$ cat src/rtl/shared_reg_arbiter.sv
// Shared WIDTH-bit load register fed by four requesters through a round-robin arbiter.
// Optional grant hold (lock port + 2-bit hold counter) enabled by defining SHARED_REG_LOCK_EN.
module shared_reg_arbiter #(
    parameter int unsigned WIDTH = 4
) (
    input  logic             clk,
    input  logic             rst,
    input  logic [3:0]       req,
`ifdef SHARED_REG_LOCK_EN
    input  logic [3:0]       lock,
`endif
    input  logic [WIDTH-1:0] din0,
    input  logic [WIDTH-1:0] din1,
    input  logic [WIDTH-1:0] din2,
    input  logic [WIDTH-1:0] din3,
    output logic [3:0]       gnt,
    output logic             ld,
    output logic [WIDTH-1:0] q
);

    localparam int unsigned NREQ = 4;
    localparam int unsigned PW   = 2;

    logic [PW-1:0]    ptr;
    logic [PW-1:0]    ptr_nxt;
    logic [NREQ-1:0]  gnt_nxt;
    logic [PW-1:0]    idx;
    logic             found;
    logic [WIDTH-1:0] sel;

`ifdef SHARED_REG_LOCK_EN
    logic [PW-1:0]    hold_cnt;
    logic [PW-1:0]    hold_cnt_nxt;
`endif

    // Round-robin search starting at ptr; a locked grant may override it.
    always_comb begin
        gnt_nxt = '0;
        ptr_nxt = ptr;
        idx     = '0;
        found   = 1'b0;
        for (int unsigned k = 0; k < NREQ; k++) begin
            idx = ptr + PW'(k);
            if (!found && req[idx]) begin
                found        = 1'b1;
                gnt_nxt[idx] = 1'b1;
                ptr_nxt      = idx + PW'(1);
            end
        end
`ifdef SHARED_REG_LOCK_EN
        hold_cnt_nxt = '0;
        // Hold the current grant at most four consecutive cycles, ptr frozen meanwhile.
        if ((|(gnt & req & lock)) && (hold_cnt != PW'(3))) begin
            gnt_nxt      = gnt;
            ptr_nxt      = ptr;
            hold_cnt_nxt = hold_cnt + PW'(1);
        end
`endif
    end

    // Register input mux driven by the one-hot grant.
    always_comb begin
        sel = '0;
        if (gnt[0]) sel = din0;
        if (gnt[1]) sel = din1;
        if (gnt[2]) sel = din2;
        if (gnt[3]) sel = din3;
    end

    always_ff @(posedge clk) begin
        if (rst) begin
            gnt <= '0;
            ld  <= 1'b0;
            q   <= '0;
            ptr <= '0;
`ifdef SHARED_REG_LOCK_EN
            hold_cnt <= '0;
`endif
        end else begin
            gnt <= gnt_nxt;
            ld  <= |gnt_nxt;
            ptr <= ptr_nxt;
            if (|gnt) q <= sel;
`ifdef SHARED_REG_LOCK_EN
            hold_cnt <= hold_cnt_nxt;
`endif
        end
    end

endmodule
$ cat config.mk
export PLATFORM = sky130hd
export DESIGN_NAME = shared_reg_arbiter
export DESIGN_NICKNAME = d
export VERILOG_FILES = /design/src/rtl/shared_reg_arbiter.sv
export SDC_FILE = /design/constraint.sdc
export NUM_CORES = 1
export LEC_CHECK = 0
export ABC_CLOCK_PERIOD_IN_PS = 2150
export BUFFER_PORTS_ARGS = -buffer_cell sky130_fd_sc_hd__clkbuf_2
export CORE_AREA = 5 5 62 47
export CTS_CLUSTER_DIAMETER = 40
export DETAILED_ROUTE_END_ITERATION = 6
export DIE_AREA = 0 0 67 52
export PLACE_DENSITY = 0.68
export SKIP_LAST_GASP = 1
export SLEW_MARGIN = 20
export SYNTH_ARGS = -nofsm -noshare
export SYNTH_HDL_FRONTEND = slang
export SYNTH_SLANG_ARGS = --single-unit
$ cat constraint.sdc
create_clock -name clk -period 2.15 [get_ports clk]
set_input_delay 0 -clock clk [delete_from_list [all_inputs] [get_ports clk]]
set_output_delay 0 -clock clk [all_outputs]
set_load 0.1 [all_outputs]
==> run_results.csv <==
group,metric,value,unit
clock_tree,ctsLongestPathBuffers,2,
floorplanning,die_area,3480,um^2
grt,grt_antenna_before_repair,0,
layout,drive_gt1_frac,0.370,
worst_setup_path,cp_max_fo,6,
synthesis,ys_seq_area_frac,0.236,
grt,first_global_vias,918,
placement,gp_congestion,0.930,
synthesis,synth_common_cells,"11 x dfxtp_1, 10 x nor2_1, 9 x nand2b_1",
job,drv_cap,0,
hold_path,worstHoldPathType,"input pin to flip-flop",
floorplanning,fp.dieH,52,um
hold_path,hp-start,"din3[3]",
floorplanning,io_pins,31,
timing,finalClockSkew,3.60,ps
worst_setup_path,path_class,"flip-flop to flip-flop",
placement,port_buffers,30,
synthesis,synth_cells,106,
timing,slew_viol_final,0,
worst_setup_path,cp-end-kind,"flip-flop",
clock_tree,post-cts-setup-buffers,0,
route,vias_per_cell,5.51,
grt,grt_overflow,0,
synthesis,ys_ff_latch,11,
synthesis,synth_ff_type,"dfxtp_1",
clock_tree,worstSkewPairLatency,270,ps
worst_setup_path,reg2reg_from,"ptr[1]$_SDFFE_PP0P_",
grt,grt_pass1_wl,4180,um
clock_tree,ctsHtreeMaxLevel,1,
synthesis,yosys.area.top_type,"dfxtp_1",
timing,worst_pin_slew,726,ps
worst_setup_path,max_stage_delay,360,ps
timing,finalHoldViolCount,0,
floorplanning,row_count,15,
synthesis,syn-cell-area,932,um^2
timing,clock.fmax,489,MHz
timing,grt_setup_unrepaired,"false",
synthesis,async_flop_share,0,
synthesis,yosys.area.top_type_share,0.236,
placement,dp_hpwl,2040,um
timing,layout_worst_path_cycle_share,0.951,
clock_tree,path_clk_slew,70,ps
layout,fillers,218,
floorplanning,initial_core_util,0.404,
grt,grt_max_degree,16,
route,drtPass1Iterations,4,
worst_setup_path,critPathLaunch,"ptr[1]$_SDFFE_PP0P_",
timing,worst_hold_slack,10.1,ps
synthesis,ys_types,31,
layout,syn2layout_area_growth,30.3,%
layout,finalNetCount,167,
synthesis,synth_area_leaders,"dfxtp_1 24%, ha_1 8.1%, nand2b_1 6.0%",
synthesis,syn-num-nets,134,
layout,antenna_cells,0,
clock_tree,cts_made_buffers,3,
route,vias,948,
synthesis,synth_edf_count,0,
grt,grtUsageTotal,0.157,
worst_setup_path,crit_path_start_kind,"flip-flop",
worst_setup_path,slowest_stage,"mux2_2",
clock_tree,cts.sinks,11,
floorplanning,core_area,2310,um^2
timing,fin_crit,2040,ps
route,wl,2560,um
route,drc,0,
route,first_iter_violations,57,
worst_setup_path,path_cells,"inv_1 -> ha_4 -> mux2_2 -> a31o_1 -> a221o_1 -> a22oi_2 -> a41oi_1",
route,ant_nets,0,
synthesis,yosys_warnings,0,
worst_setup_path,required,2290,ps
run_status,status,"complete, no violations",
clock_tree,cts-root-buf,"clkbuf_4",
synthesis,avgSynthCellArea,8.79,um^2
synthesis,synth_most_common_cell,"dfxtp_1",
timing,slew_headroom,0.512,
route,wl_per_cell,14.9,um
worst_setup_path,cp.arrival,2180,ps
timing,finalSetupViolCount,0,
floorplanning,die_w,67,um
clock_tree,cts_tree,"yes",
final timing paths:
path | cells past startpoint | end | slack [ps]
min reg2reg | 2 | q[2]$_SDFFE_PP0P_ | 520
max | 7 | ld$_SDFF_PP0_ | 110
max reg2reg | 7 | ld$_SDFF_PP0_ | 110
min | 3 | q[3]$_SDFFE_PP0P_ | 10
state kept, by name, indices dropped and copies added, names as in the netlist:
name / cells
gnt: 4
ld: 1
q: 4
ptr: 2
cells in the final DEF (no fill, tap or decap), drive strengths merged:
master	Yosys	layout
clkbuf	5	34
dfxtp	11	11
nor2	10	10
nand2b	9	9
nand2	6	6
o22ai	6	6
a221oi	6	6
ha	6	6
nor2b	5	5
a22oi	5	5
a21oi	4	4
buf	3	4
mux2i	4	4
nor3	3	3
inv	3	3
mux4	3	3
a31o	2	2
a221o	2	2
a211o	2	2
dlygate4sd3	0	2
mux2	2	2
o311ai	2	2
and4b	1	1
a41oi	1	1
nor4	1	1
nor3b	1	1
nand3b	1	1
o21ai	1	1
xnor2	1	1
layer usage:
| layer | GRT usage | wire length [um] |
|---|---|---|
| met5 | 0 | 0 |
| met4 | 0.0404 | 23 |
| met3 | 0.0540 | 169 |
| met2 | 0.248 | 1210 |
| met1 | 0.204 | 1150 |
cells by family after synthesis:
logic type               count (synthesis)  synth area share
adder cells (fa/ha/maj)                  6            0.0805
buffers and inverters                   11            0.0617
flip-flops                              11             0.236
AND/OR/NAND/NOR                         37             0.208
XOR/XNOR                                 1           0.00940
AO/OA/AOI/OAI                           31             0.256
multiplexers                             9             0.148
area by class of cell:
| class | instances | area [um^2] | share of cell area |
|---|---|---|---|
| clock buffers | 4 | 26.3 | 0.0216 |
| flip-flops and latches | 11 | 223 | 0.183 |
| repair buffers | 36 | 200 | 0.165 |
| multi-input cells | 84 | 712 | 0.586 |
| well taps | 34 | 42.5 | 0.0350 |
| inverters | 3 | 11.3 | 0.00927 |
critical path: cells and delay by family, from the launching register on:
family | cells | cell delay (ps)
fa+ha+maj | 1 | 340
flops | 1 | 330
mux | 1 | 360
buf+inv | 1 | 80
compound gates | 4 | 800
metrics by stage:
step                      TNS [ps]  area [um^2]  worst slack [ps]  std cells  utilization
final                            0         1210               106        172        0.526
after global routing             0         1210              25.7        172        0.526
after CTS                        0         1180              1.39        172        0.509
after detailed placement     -59.8         1120             -59.8        166        0.485
after global placement           0         1120               101        166        0.485
after floorplan                  0          956              29.5        106            -
timing repair:
action,in CTS,in global routing
setup endpoints to repair,1,3
endpoints found under the hold margin,2,0
gates resized for setup,3,7
hold buffers,2,0
Power is left out: the tool's default activity adds up to more than one toggle a clock period on the data nets, which glitch-free logic cannot reach.
